===== src/rtl/hazard_ctrl.sv =====
// Stateful hazard controller: per-stage flush/stall vectors, load-use penalty,
// fence.i drain sequencing, back-end stall watchdog and perf counters.
module hazard_ctrl #(
   parameter int LOAD_USE_CYCLES = 1,
   parameter int CSR_WAIT_WB     = 1,
   parameter int WDOG_LIMIT      = 1024,
   parameter int WDOG_WIDTH      = 16,
   parameter int CNT_WIDTH       = 32
) (
   input  logic                 clk,
   input  logic                 rst,
   input  logic                 ibus_waitrequest,
   input  logic                 lsu_stall_req,
   input  logic                 md_busy,
   input  logic                 load_use_req,
   input  logic                 ex_csr_read,
   input  logic                 mem_csr_read,
   input  logic                 wb_csr_read,
   input  logic                 fence_i_req,
   input  logic                 pipe_empty,
   input  logic                 branch_take,
   input  logic                 trap_take,
   output logic [4:0]           stage_flush,
   output logic [4:0]           stage_stall,
   output logic                 icache_inv,
   output logic                 wdog_timeout,
   output logic [CNT_WIDTH-1:0] stall_cycles,
   output logic [CNT_WIDTH-1:0] flush_events
);

   localparam logic [2:0]            LU_RELOAD = 3'(LOAD_USE_CYCLES - 1);
   localparam logic [WDOG_WIDTH-1:0] WDOG_TRIP = WDOG_WIDTH'(WDOG_LIMIT);
   localparam logic                  WAIT_WB   = (CSR_WAIT_WB != 0);

   typedef enum logic [1:0] {
      IDLE  = 2'd0,
      DRAIN = 2'd1,
      INV   = 2'd2
   } fence_state_t;

   fence_state_t          state;
   fence_state_t          state_next;
   logic [2:0]            lu_cnt;
   logic [2:0]            lu_cnt_next;
   logic [WDOG_WIDTH-1:0] wdog_cnt;
   logic [WDOG_WIDTH-1:0] wdog_next;

   logic be_stall;
   logic csr_hold;
   logic lu_active;
   logic fence_drain;
   logic front_hold;
   logic redirect;

   assign be_stall    = lsu_stall_req | md_busy;
   assign csr_hold    = ex_csr_read | mem_csr_read | (WAIT_WB & wb_csr_read);
   assign lu_active   = load_use_req | (lu_cnt != 3'd0);
   assign fence_drain = (state == DRAIN) | (state == INV);
   assign front_hold  = lu_active | csr_hold | fence_drain;
   assign redirect    = branch_take | trap_take;
   assign icache_inv  = (state == INV);

   always_comb begin
      stage_flush    = 5'b00000;
      stage_flush[0] = redirect | (state == INV)
                     | (ibus_waitrequest & ~front_hold & ~be_stall);
      stage_flush[1] = redirect | (front_hold & ~be_stall);
      stage_flush[2] = trap_take;
      stage_flush[3] = trap_take;
      stage_stall    = 5'b00000;
      stage_stall[0] = ibus_waitrequest | be_stall | front_hold;
      stage_stall[1] = be_stall;
      stage_stall[2] = be_stall;
      stage_stall[3] = be_stall;
   end

   // A redirect kills the pending penalty; back-end stalls freeze it.
   always_comb begin
      lu_cnt_next = lu_cnt;
      if (redirect) begin
         lu_cnt_next = 3'd0;
      end else if (!be_stall) begin
         if (lu_cnt != 3'd0) begin
            lu_cnt_next = lu_cnt - 3'd1;
         end else if (load_use_req) begin
            lu_cnt_next = LU_RELOAD;
         end
      end
   end

   always_comb begin
      state_next = state;
      case (state)
         IDLE: begin
            if (fence_i_req & ~redirect) begin
               state_next = DRAIN;
            end
         end
         DRAIN: begin
            if (redirect) begin
               state_next = IDLE;
            end else if (pipe_empty) begin
               state_next = INV;
            end
         end
         INV:     state_next = IDLE;
         default: state_next = IDLE;
      endcase
   end

   always_comb begin
      wdog_next = '0;
      if (be_stall) begin
         wdog_next = (wdog_cnt == '1) ? wdog_cnt : wdog_cnt + 1'b1;
      end
   end

   always_ff @(posedge clk) begin
      if (rst) begin
         state        <= IDLE;
         lu_cnt       <= 3'd0;
         wdog_cnt     <= '0;
         wdog_timeout <= 1'b0;
         stall_cycles <= '0;
         flush_events <= '0;
      end else begin
         state        <= state_next;
         lu_cnt       <= lu_cnt_next;
         wdog_cnt     <= wdog_next;
         wdog_timeout <= wdog_timeout | (wdog_next == WDOG_TRIP);
         stall_cycles <= stall_cycles
                       + {{(CNT_WIDTH-1){1'b0}}, stage_stall[0]};
         flush_events <= flush_events
                       + {{(CNT_WIDTH-1){1'b0}}, redirect};
      end
   end

endmodule

===== config.mk =====
export PLATFORM = sky130hd
export DESIGN_NAME = hazard_ctrl
export DESIGN_NICKNAME = d
export VERILOG_FILES = /design/src/rtl/hazard_ctrl.sv
export SDC_FILE = /design/constraint.sdc
export NUM_CORES = 1
export LEC_CHECK = 0
export ABC_CLOCK_PERIOD_IN_PS = 3200
export BUFFER_PORTS_ARGS = -buffer_cell sky130_fd_sc_hd__buf_4
export CORE_ASPECT_RATIO = 1.2
export CORE_MARGIN = 5
export CORE_UTILIZATION = 54
export DETAILED_ROUTE_END_ITERATION = 8
export GPL_ROUTABILITY_DRIVEN = 0
export MAX_ROUTING_LAYER = met4
export PLACE_DENSITY = 0.79
export SKIP_CTS_REPAIR_TIMING = 1
export SLEW_MARGIN = 20
export SYNTH_ARGS = -nofsm -noshare
export SYNTH_HDL_FRONTEND = slang
export SYNTH_SLANG_ARGS = --single-unit
export TNS_END_PERCENT = 50

===== constraint.sdc =====
create_clock -name clk -period 3.2 [get_ports clk]
set_clock_uncertainty 0.2 [all_clocks]
set_input_delay 0.64 -clock clk [delete_from_list [all_inputs] [get_ports clk]]
set_output_delay 0.64 -clock clk [all_outputs]
set_load 0.005 [all_outputs]

# Word level (Yosys, flattened, before mapping)
# Cells that the tools add are included.
dict set report totals {
  register_bits 86
  output_inout_bits 76
  wordCells 51
}
dict set report classes {
  add_sub_neg 4
  n_eq_ne 6
  mux 8
  bitwise_logic 21
  reduce_logical 6
}
# operator count
set op_table {}
lappend op_table {{$add 32x1->32} 2}
lappend op_table {{$mux 16} 2}
lappend op_table {{$add 16x1->16 const B} 1}
lappend op_table {{$eq 16x11->1 const B} 1}
lappend op_table {{$eq 16x16->1 const B} 1}
lappend op_table {{$or 1x1->1} 14}
lappend op_table {{$mux 2} 3}
lappend op_table {{$mux 3} 2}
lappend op_table {{$and 1x1->1} 4}
lappend op_table {{$pmux 2 s2} 1}
lappend op_table {{$reduce_and 2->1} 2}
lappend op_table {{$ne 3x3->1 const B} 1}
lappend op_table {{$not 1->1} 3}
lappend op_table {{$reduce_bool 3->1} 1}
lappend op_table {{$sub 3x1->3 const B} 1}
lappend op_table {{$eq 2x1->1 const B} 1}
lappend op_table {{$eq 2x2->1 const B} 1}
lappend op_table {{$logic_not 2->1} 1}
lappend op_table {{$ne 2x2->1 const B} 1}
lappend op_table {{$reduce_bool 2->1} 1}
lappend op_table {{$reduce_or 2->1} 1}

# Depth between registers and ports, before layout
# Gate-level depths: netlist of the first run.
dict set report depth {
  word_depth 8
  depth_mapped 12
}

# Worst setup path before layout of the first run
# OpenSTA, ideal clock, no wires.
dict set report synth_timing {
  path_type {input to register}
  from {in mem_csr_read}
  to {reg stall_cycles[24]}
  setup_time_ps 128
  arrival_time_ps 2454
  t_required_ps 2872
  path_slack_ps 418
  stages 10
  path_cell_list {or4_1 > nor2_1 > nand3b_1 > ha_1 > ha_1 > nand3_1 > nor3_1 > nand3_1 > xor2_1 > nor2_1}
}
dict set report synth_via {
  elab_chain_cells 6
}
# element line_no
set synth_rtl {}
lappend synth_rtl {{from (decl)} 17} ;# input logic mem_csr_read,
lappend synth_rtl {{$or 1x1->1 (2 in series)} 56} ;# assign csr_hold = ex_csr_read | mem_csr_read | (WAIT_WB & wb_csr_read);
lappend synth_rtl {{$or 1x1->1 (2 in series)} 59} ;# assign front_hold = lu_active | csr_hold | fence_drain;
lappend synth_rtl {{$or 1x1->1} 71} ;# stage_stall[0] = ibus_waitrequest | be_stall | front_hold;
lappend synth_rtl {{via stage_stall[0]} 24} ;# output logic [4:0] stage_stall,
lappend synth_rtl {{$add 32x1->32} 132} ;# + {{(CNT_WIDTH-1){1'b0}}, stage_stall[0]};
lappend synth_rtl {{to (signal assigned)} 131} ;# stall_cycles <= stall_cycles
lappend synth_rtl {{to (decl)} 27} ;# output logic [CNT_WIDTH-1:0] stall_cycles,
# The timed path passes the listed nets, and every way through them passes these cells.
# A chain may end at the register's enable or synchronous reset.

# Worst setup path after layout of the first run
dict set report layout_timing {
  from {reg state[0]}
  to {reg stall_cycles[22]}
}
dict set report layout_via {
  elab_chain_cells 5
  elab_cells_between_ends 6
  cone_classes {1 x add/sub; 2 x eq/ne; 3 x bitwise}
}
# element line_no
set layout_rtl {}
lappend layout_rtl {{from (decl)} 41} ;# fence_state_t state;
lappend layout_rtl {{from (signal assigned)} 127} ;# state <= state_next;
lappend layout_rtl {{$eq 2x1->1 / $eq 2x2->1 (equally long branches)} 58} ;# assign fence_drain = (state == DRAIN) | (state == INV);
lappend layout_rtl {{$or 1x1->1 (*)} 58}
lappend layout_rtl {{$or 1x1->1 (*)} 59}
lappend layout_rtl {{$or 1x1->1 (*)} 71}
lappend layout_rtl {{$add 32x1->32 (*)} 132}
# Every way passes the cells marked *; elsewhere a longest branch is shown, timed or not.

==> impl_metrics.toml, run 1 <==
[cells_and_area]
drive_gt1_share_pct = 21.05
syn_to_final_growth_pct = 21.07
fillCellCount = 600
nets = 570
instances_no_fill = 641
antenna_cells = 0

[yosys]
synth_top_cell_area_share_pct = 42.20
syn_inst = 468
yosysMostFrequentCell = "dfxtp_1"
synth_edf_count = 0
synth_area_mm2 = 0.004080
yosysWarnings = 0
async_flop_share_pct = 0
synth_ff_type = "dfxtp_1"
ys_ff_latch = 86
syn_avg_cell_area_um2 = 8.718
netlist_top_cells_area = "dfxtp_1 42%, xor2_1 10%, nor2_1 7.2%, nand3_1 4.3%, xnor2_1 4.1%"
yosysSeqAreaShare_pct = 42.20
yosysTopAreaCell = "dfxtp_1"
synthTopCellsByCount = "86 x dfxtp_1, 78 x nor2_1, 47 x xor2_1, 35 x nand3_1, 34 x nand2_1"
synth_cell_type_count = 51

[route]
vias_per_cell = 5.485
wl_per_cell_um = 13.70
postRouteAntennaNets = 0
drtIter0Drc = 140
drtPass1Iterations = 4
via_count = 3516
drt-total-wl_um = 8782
drc_errors = 0

[timing]
finalHoldWorstSlack_ns = 0.2768
final-hold-violation-count = 0
period_minus_slack_ns = 2.940
max-slew-margin-rel_pct = 62.60
clock.fmax_mhz = 340.1
fin_crit_sh_pct = 91.87
tightest_slew_ns = 0.5610
tns_ns = 0
setup_viol = 0
rsz0062_at_grt = "false"
maxSlewViolCount = 0

[worst_setup_path]
cp_max_fo = 7
cp_cell_sequence = "inv_1 -> ha_1 -> or4_1 -> nor2_1 -> nand3b_1 -> ha_1 -> ha_1 -> nand3_1 -> nor3_1 -> nand3_1 -> xor2_1 -> nor2_1"
crit_path_frequent_cell = "ha_1"
setup.worst_path.end_class = "flip-flop"
crit_type = "reg2reg"
start_kind = "flip-flop"
cp_data_arrival_time_ns = 2.96
required_ns = 3.22
crit_slowest_cell = "or4_1"
max_stage_delay_ns = 0.40

[pwr]
p_comb_share_pct = 6.9
ir_worst_vdd_uv = 251.1
power_density_mw_per_mm2 = 419.0
pwr-share-clk_pct = 39.6
power_mw = 2.070
p_switching_uw = 473.0
p_int_mw = 1.597
p_leak_nw = 2.024
switching_share_pct = 22.85
seqPwrFrac_pct = 53.4

[cts]
clk_path_buf_depth = 2
clockRootBuffer = "clkbuf_8"
htree_levels = 3
clk_pin_slew_ns = 0.08
tritoncts = "built"
cts.sinks = 86
cts_buffers = 9
clkLatencyLatePin_ns = 0.35

[global_routing]
overflow = 0
grt_pass1_vias = 3394
grt_pass1_wl_um = 14760
grt_max_degree = 58
grtUsageTotal_pct = 19.69
antenna_found_initial = 0

[floorplan]
die_w_um = 89.35
core_mm2 = 0.007317
start_util_pct = 55.76
die_h_um = 105.2
row_count = 34
die_area_mm2 = 0.009401
ioPinCount = 89

[placement]
hpwlAfterDp_um = 6535
place.port_buffers = 86
placed_cells = 625

[flow_run]
drv_cap = 0

[hold_path]
hp-class = "reg2reg"

[outcome]
status = "completed"
[sequential cells by signal, indices dropped and copies added, names as in the netlist]
signal,flops
wdog_timeout,1
wdog_cnt,16
flush_events,32
state,2
lu_cnt,3
stall_cycles,32
[final cells by class]
type                            count  area (um^2)  share of cell area [%]
Clock inverter                      5        81.33                   1.646
Tap cell                           90        112.6                   2.280
Clock buffer                       11        131.4                   2.660
Multi-Input combinational cell    350         2191                   44.35
Timing Repair Buffer               88        660.6                   13.37
Sequential cell                    86         1722                   34.85
Inverter                           11        41.29                  0.8359
[logic make-up after synthesis]
kind of cell	share of synthesized area, %
buffers and inverters	4.201
AOI/OAI and AO/OA	6.747
DFF	42.20
adders and majority gates	3.373
muxes	0.2453
and+or+nand+nor	28.98
xor gates and xnor gates	14.17
other	0.09191
[worst max-delay path: cells and delay by family, from the launching register on]
family        cells  cell delay [ns]
xor+xnor          1             0.14
flops             1             0.37
simple gates      7             1.29
buf+inv           1             0.07
fa+ha+maj         3             0.74
[per-stage QoR]
| step | area, um^2 | util, % | setup WS (ns) |
|---|---|---|---|
| 2_1_floorplan | 4084 | - | 0.4180 |
| 3_3_place_gp | 4727 | 64.60 | 0.1683 |
| 3_5_place_dp | 4727 | 64.60 | 0.1156 |
| 4_1_cts | 4940 | 67.51 | 0.2815 |
| 5_1_grt | 4940 | 67.51 | 0.06559 |
| 6_report | 4940 | 67.51 | 0.2600 |
[worst paths after layout]
kind / start / end / slack, ns / cells after the start
max: state[0]$_SDFFE_PP0P_ / stall_cycles[22]$_SDFF_PP0_ / 0.26 / 12
min: wdog_timeout$_SDFF_PP0_ / wdog_timeout$_SDFF_PP0_ / 0.28 / 2
max reg2reg: state[0]$_SDFFE_PP0P_ / stall_cycles[22]$_SDFF_PP0_ / 0.26 / 12
min reg2reg: wdog_timeout$_SDFF_PP0_ / wdog_timeout$_SDFF_PP0_ / 0.28 / 2
[placed cells by master, fill, tap and decap left out, types with 3 or more instances in the layout]
master and count:
nand3b_1 3, inv_1 11, nand3_1 35, xnor2_1 19
o21ai_0 11, dfxtp_1 86, and3_1 11, nand2b_1 4
buf_4 88, nor3_1 6, a211oi_1 3, a31oi_1 4
nand2_1 34, and4_1 9, xor2_1 47, a21oi_1 18
nand4_1 16, nor2_1 78, nor2b_1 4, clkbuf_8 9
or3_1 7, ha_1 11
[power by group through the flow]
stage          clock network, mW  logic [mW]  registers, mW
3_5_place_dp                   0       0.144           1.13
3_3_place_gp                   0       0.138           1.13
6_report                   0.820       0.144           1.11
4_1_cts                    0.835       0.144           1.11
2_1_floorplan                  0      0.0910           1.13
5_1_grt                    0.890       0.164           1.11
[metal layers]
metal / vias up / global-route usage [%] / routed length [um] / share of wire (%)
met5: - / - / 0 / 0
met4: 0 / 7.766 / 196 / 2.2
met1: 1655 / 21.97 / 3695 / 42
li1: 1753 / - / - / -
met2: 90 / 33.93 / 4385 / 50
met3: 18 / 3.669 / 505 / 5.8
(Power assumes the default switching activity.)
==> inputs of run 2 (changes only) <==
Settings changed: CORE_ASPECT_RATIO 1.2 to 0.8, RECOVER_POWER set to 50.
==> impl_metrics.toml, run 2 (synthesis gave the netlist of run 1 again) <==
[cts]
clk_pin_slew_ns = 0.09
htree_levels = 3
cts_buffers = 9
clockRootBuffer = "clkbuf_8"
clk_path_buf_depth = 2
clkLatencyLatePin_ns = 0.35
cts.sinks = 86
tritoncts = "built"

[placement]
place_area_mm2 = 0.004761
place.port_buffers = 86
hpwlAfterDp_um = 6464

[timing]
tightest_slew_ns = 0.6134
rsz0062_at_grt = "false"
max-slew-margin-rel_pct = 59.10
maxSlewViolCount = 0
final-hold-violation-count = 0
setup_viol = 0
fin_crit_sh_pct = 92.40
period_minus_slack_ns = 2.957
tns_ns = 0
clock.fmax_mhz = 338.2

[cells_and_area]
seq_area_mm2 = 0.001722
fillCellCount = 621
final_common_cell = "dfxtp_1"
syn_to_final_growth_pct = 20.58
fin_util_pct = 66.55
reg_top3 = "flush_events x32, stall_cycles x32, wdog_cnt x16"
multiInputGateArea_mm2 = 0.002183
fin_area_mm2 = 0.004920
nets = 572
antenna_cells = 0
layout_common_cells = "86 x dfxtp_1, 79 x nor2_1, 61 x clkbuf_4, 47 x xor2_1, 35 x nand3_1"
drive_gt1_share_pct = 20.25

[route]
drc_errors = 0
postRouteAntennaNets = 0
drt-total-wl_um = 8755
drtPass1Iterations = 4
wl_per_cell_um = 13.31
via_count = 3451
vias_per_cell = 5.245
drtIter0Drc = 203

[flow_run]
drv_cap = 0

[pwr]
ir_worst_vdd_uv = 264.2
power_density_mw_per_mm2 = 400.6
p_leak_nw = 1.960

[worst_setup_path]
start_kind = "flip-flop"
setup.worst_path.end = "stall_cycles[24]$_SDFF_PP0_"
reg2reg_to = "stall_cycles[24]$_SDFF_PP0_"
reg2reg_depth = 12
crit_start = "state[0]$_SDFFE_PP0P_"
crit_type = "reg2reg"
ff2ff_setup_slack_ns = 0.24
regToRegStartpoint = "state[0]$_SDFFE_PP0P_"
setup.worst_path.end_class = "flip-flop"
cp_max_fo = 7
required_ns = 3.23
cp_data_arrival_time_ns = 2.98

[floorplan]
row_count = 28
die_area_mm2 = 0.009405
die_h_um = 87.75
core_mm2 = 0.007392
die_w_um = 107.2
ioPinCount = 89
start_util_pct = 55.20

[global_routing]
grt_pass1_wl_um = 14990
grt_pass1_vias = 3205
overflow = 0
antenna_found_initial = 0
grtUsageTotal_pct = 20.00
grt_max_degree = 59

[outcome]
status = "completed"

[hold_path]
hold_path_startpoint = "lu_cnt[2]$_SDFFE_PP0P_"
hp-class = "reg2reg"
==> run 2: power breakdown <==
| group | internal (mW) | switching, mW |
|---|---|---|
| sequential | 1.09 | 0.0196 |
| clock | 0.330 | 0.396 |
| combinational | 0.0645 | 0.0737 |
| total | 1.48 | 0.489 |
==> run 2: area by class of cell <==
| cell class | count | area share, % |
|---|---|---|
| Multi-Input combinational cell | 350 | 44.38 |
| Clock buffer | 11 | 3.077 |
| Sequential cell | 86 | 34.99 |
| Inverter | 11 | 0.8393 |
| Tap cell | 105 | 2.670 |
| Timing Repair Buffer | 90 | 13.20 |
| Clock inverter | 5 | 0.8393 |
==> run 2: worst min path at each step <==
| stage | to | slack [ns] | depth (start not counted) |
|---|---|---|---|
| 2_1_floorplan | lu_cnt[2]$_SDFFE_PP0P_ | 0.25 | 2 |
| 3_3_place_gp | lu_cnt[2]$_SDFFE_PP0P_ | 0.26 | 2 |
| 3_5_place_dp | lu_cnt[2]$_SDFFE_PP0P_ | 0.27 | 2 |
| 4_1_cts | lu_cnt[2]$_SDFFE_PP0P_ | 0.28 | 2 |
| 5_1_grt | lu_cnt[2]$_SDFFE_PP0P_ | 0.30 | 2 |
| 6_report | lu_cnt[2]$_SDFFE_PP0P_ | 0.28 | 2 |
==> run 2: critical path: stages (launching register included) <==
cell and delay (ns):
dfxtp_1 0.38, inv_1 0.08, ha_1 0.29, or4_1 0.40, nor2_1 0.17, nand3b_1 0.20, ha_1 0.25, ha_1 0.25
nand3_2 0.16, nor3_1 0.10, nand3_1 0.12, xor2_1 0.17, nor2_1 0.05
==> run 2: per-layer routing <==
| layer | up-vias | share of wire [%] | GRT usage (%) | wire length [um] |
|---|---|---|---|---|
| li1 | 1758 | - | - | - |
| met1 | 1566 | 48 | 26.94 | 4179 |
| met2 | 120 | 44 | 29.98 | 3860 |
| met3 | 7 | 7.2 | 4.864 | 632 |
| met4 | 0 | 0.94 | 5.807 | 82 |
| met5 | - | 0 | - | 0 |
==> run 2: through the flow <==
stage | instances | worst slack [ns] | hold slack (ns) | total power, mW
global placement | 642 | 0.1186 | 0.2598 | 1.267
detailed placement | 642 | 0.01952 | 0.2688 | 1.273
floorplan | 469 | 0.4180 | 0.2528 | 1.218
finish | 658 | 0.2431 | 0.2800 | 1.971
CTS | 658 | 0.1507 | 0.2798 | 1.998
global route | 658 | 0.03453 | 0.3040 | 2.066
==> inputs of run 3 (changes only) <==
Settings changed: ABC_AREA set to 1, CORE_UTILIZATION 54 to 56, PLACE_DENSITY 0.79 to 0.81.
==> impl_metrics.toml, run 3 <==
[worst_setup_path]
reg2reg_depth = 19
cp_max_fo = 5
worstSetupPathDepth = 19
crit_type = "reg2reg"
crit_path_frequent_cell = "nand2_1"
regToRegStartpoint = "lu_cnt[0]$_SDFFE_PP0P_"
crit_slowest_cell = "dfxtp_1"
required_ns = 3.27
cp_data_arrival_time_ns = 2.99
crit_start = "lu_cnt[0]$_SDFFE_PP0P_"
setup.worst_path.end = "stall_cycles[26]$_SDFF_PP0_"
setup.worst_path.end_class = "flip-flop"
cp_top_family = "simple AND/OR/NAND/NOR gates"
reg2reg_to = "stall_cycles[26]$_SDFF_PP0_"
cp_cell_sequence = "nor2_1 -> ha_1 -> inv_1 -> nor2_1 -> nand2_1 -> nor3_2 -> nand2_1 -> ha_1 -> ha_1 -> nand2_1 -> nor2_4 -> nand2_2 -> nor2_4 -> nand2_2 -> nor3_4 -> nand2_1 -> nor2_2 -> a21oi_1 -> o21a_1"
max_stage_delay_ns = 0.39
start_kind = "flip-flop"
cp.buffers_inverters = 1
ff2ff_setup_slack_ns = 0.28

[outcome]
status = "completed"

[global_routing]
antenna_found_initial = 0
grt_max_degree = 50
grt_pass1_wl_um = 19590
overflow = 0
grtUsageTotal_pct = 23.35
grt_pass1_vias = 4345

[cts]
htree_levels = 3
clockRootBuffer = "clkbuf_8"
clk_pin_slew_ns = 0.09
tritoncts = "built"
clkLatencyLatePin_ns = 0.37
cts.sinks = 86
clk_path_buf_depth = 2
cts_buffers = 9

[cells_and_area]
antenna_cells = 0
instances_no_fill = 874
fin_util_pct = 69.42
layout_common_cells = "134 x nand2_1, 87 x inv_1, 86 x dfxtp_1, 84 x nor2_1, 60 x clkbuf_4"
reg_top3 = "flush_events x32, stall_cycles x32, wdog_cnt x16"
nets = 785
final_common_cell = "nand2_1"
syn_to_final_growth_pct = 19.40
drive_gt1_share_pct = 20.10

[yosys]
synthXorXnorAreaFrac_pct = 1.496
synth-simple-area-share_pct = 37.51
synth_top_cell_area_share_pct = 36.76
syn_avg_cell_area_um2 = 6.928
yosysMostFrequentCell = "nand2_1"
syn_inst = 676
yosysTopAreaCell = "dfxtp_1"
ys_ff_latch = 86
synth_top_family_by_area = "simple AND/OR/NAND/NOR gates"
synthAdderAreaFrac_pct = 2.939
synth_edf_count = 0
synth_compound_area_share_pct = 11.38
synth_area_mm2 = 0.004683
muxShareOfSynthArea_pct = 0
async_flop_share_pct = 0
netlist_top_cells_area = "dfxtp_1 37%, nand2_1 11%, inv_1 6.9%, nor2_1 6.7%, a21oi_1 5.2%"
synth_cell_type_count = 44
yosysWarnings = 0
synthTopCellsByCount = "134 x nand2_1, 86 x dfxtp_1, 86 x inv_1, 83 x nor2_1, 49 x a21oi_1"
synth_ff_type = "dfxtp_1"
yosysSeqAreaShare_pct = 36.76

[floorplan]
ioPinCount = 89
die_h_um = 91.80
core_mm2 = 0.008055
start_util_pct = 58.14
die_w_um = 112.2
row_count = 29
die_area_mm2 = 0.01030

[route]
vias_per_cell = 5.293
drtIter0Drc = 252
drt-total-wl_um = 11700
drc_errors = 0
wl_per_cell_um = 13.39
via_count = 4626
postRouteAntennaNets = 0
drtPass1Iterations = 5

[pwr]
p_leak_nw = 2.184
ir_worst_vdd_uv = 317.3
power_density_mw_per_mm2 = 386.3

[flow_run]
drv_cap = 0

[timing]
rsz0062_at_grt = "false"
setup_viol = 0
period_minus_slack_ns = 2.915
final-hold-violation-count = 0
fin_crit_sh_pct = 91.10
finalHoldWorstSlack_ns = 0.2562
clock.fmax_mhz = 343.0
max-slew-margin-rel_pct = 62.32
tightest_slew_ns = 0.5652
tns_ns = 0
setup_ws_ns = 0.2848
maxSlewViolCount = 0

[placement]
dpl_worst_slack_ns = 0.2580
place.port_buffers = 86
placed_cells = 858
hpwlAfterDp_um = 8791

[hold_path]
hp-class = "reg2reg"
-- run 3: worst register-to-register path: stages (launching register included) --
cell and delay [ns]:
dfxtp_1 0.39, nor2_1 0.10, ha_1 0.20, inv_1 0.05, nor2_1 0.04, nand2_1 0.07, nor3_2 0.05, nand2_1 0.10
ha_1 0.16, ha_1 0.15, nand2_1 0.10, nor2_4 0.15, nand2_2 0.12, nor2_4 0.13, nand2_2 0.08, nor3_4 0.21
nand2_1 0.15, nor2_2 0.14, a21oi_1 0.09, o21a_1 0.14
-- run 3: cells by family (layout without fill, tap and decap cells) --
family,Yosys count,count (layout)
AND/OR/NAND/NOR,358,358
other,1,2
adder cells (fa/ha/maj),11,11
flip-flops,86,86
buffers and inverters,114,203
XOR/XNOR,8,8
AO/OA/AOI/OAI,98,98
-- run 3: metrics by stage --
stage | cell area [um^2] | total power [mW]
final | 5592 | 2.160
after detailed placement | 5401 | 1.324
after global routing | 5592 | 2.247
after global placement | 5401 | 1.311
after floorplan | 4687 | 1.253
after CTS | 5625 | 2.173
-- run 3: worst min-delay path by stage --
stage	startpoint	endpoint	slack, ns	cells past startpoint
after floorplan	flush_events[31]$_SDFF_PP0_	flush_events[31]$_SDFF_PP0_	0.25	1
after global placement	wdog_timeout$_SDFF_PP0_	wdog_timeout$_SDFF_PP0_	0.24	2
after detailed placement	wdog_timeout$_SDFF_PP0_	wdog_timeout$_SDFF_PP0_	0.24	2
after CTS	wdog_timeout$_SDFF_PP0_	wdog_timeout$_SDFF_PP0_	0.26	2
after global routing	wdog_timeout$_SDFF_PP0_	wdog_timeout$_SDFF_PP0_	0.27	2
final	wdog_timeout$_SDFF_PP0_	wdog_timeout$_SDFF_PP0_	0.26	2
-- run 3: cell type report --
type | instances | area, um^2
multi-input combinational | 477 | 2497
fill | 718 | 2464
sequential | 86 | 1722
timing repair buffer | 90 | 649.4
inverter | 97 | 364.1
clock buffer | 11 | 141.4
tap | 108 | 135.1
clock inverter | 5 | 82.58
-- run 3: routing by layer --
metal / global-route usage (%) / share of wire, % / up-vias
met4: 6.807 / 1.5 / 0
met5: - / 0 / -
met1: 29.16 / 45 / 2064
met2: 37.10 / 45 / 181
met3: 6.513 / 7.6 / 24
li1: - / - / 2357
-- run 3: where the power goes --
group          switching, mW  internal, mW
sequential            0.0153          1.09
combinational          0.112        0.0767
clock                  0.403         0.463
total                  0.530          1.63
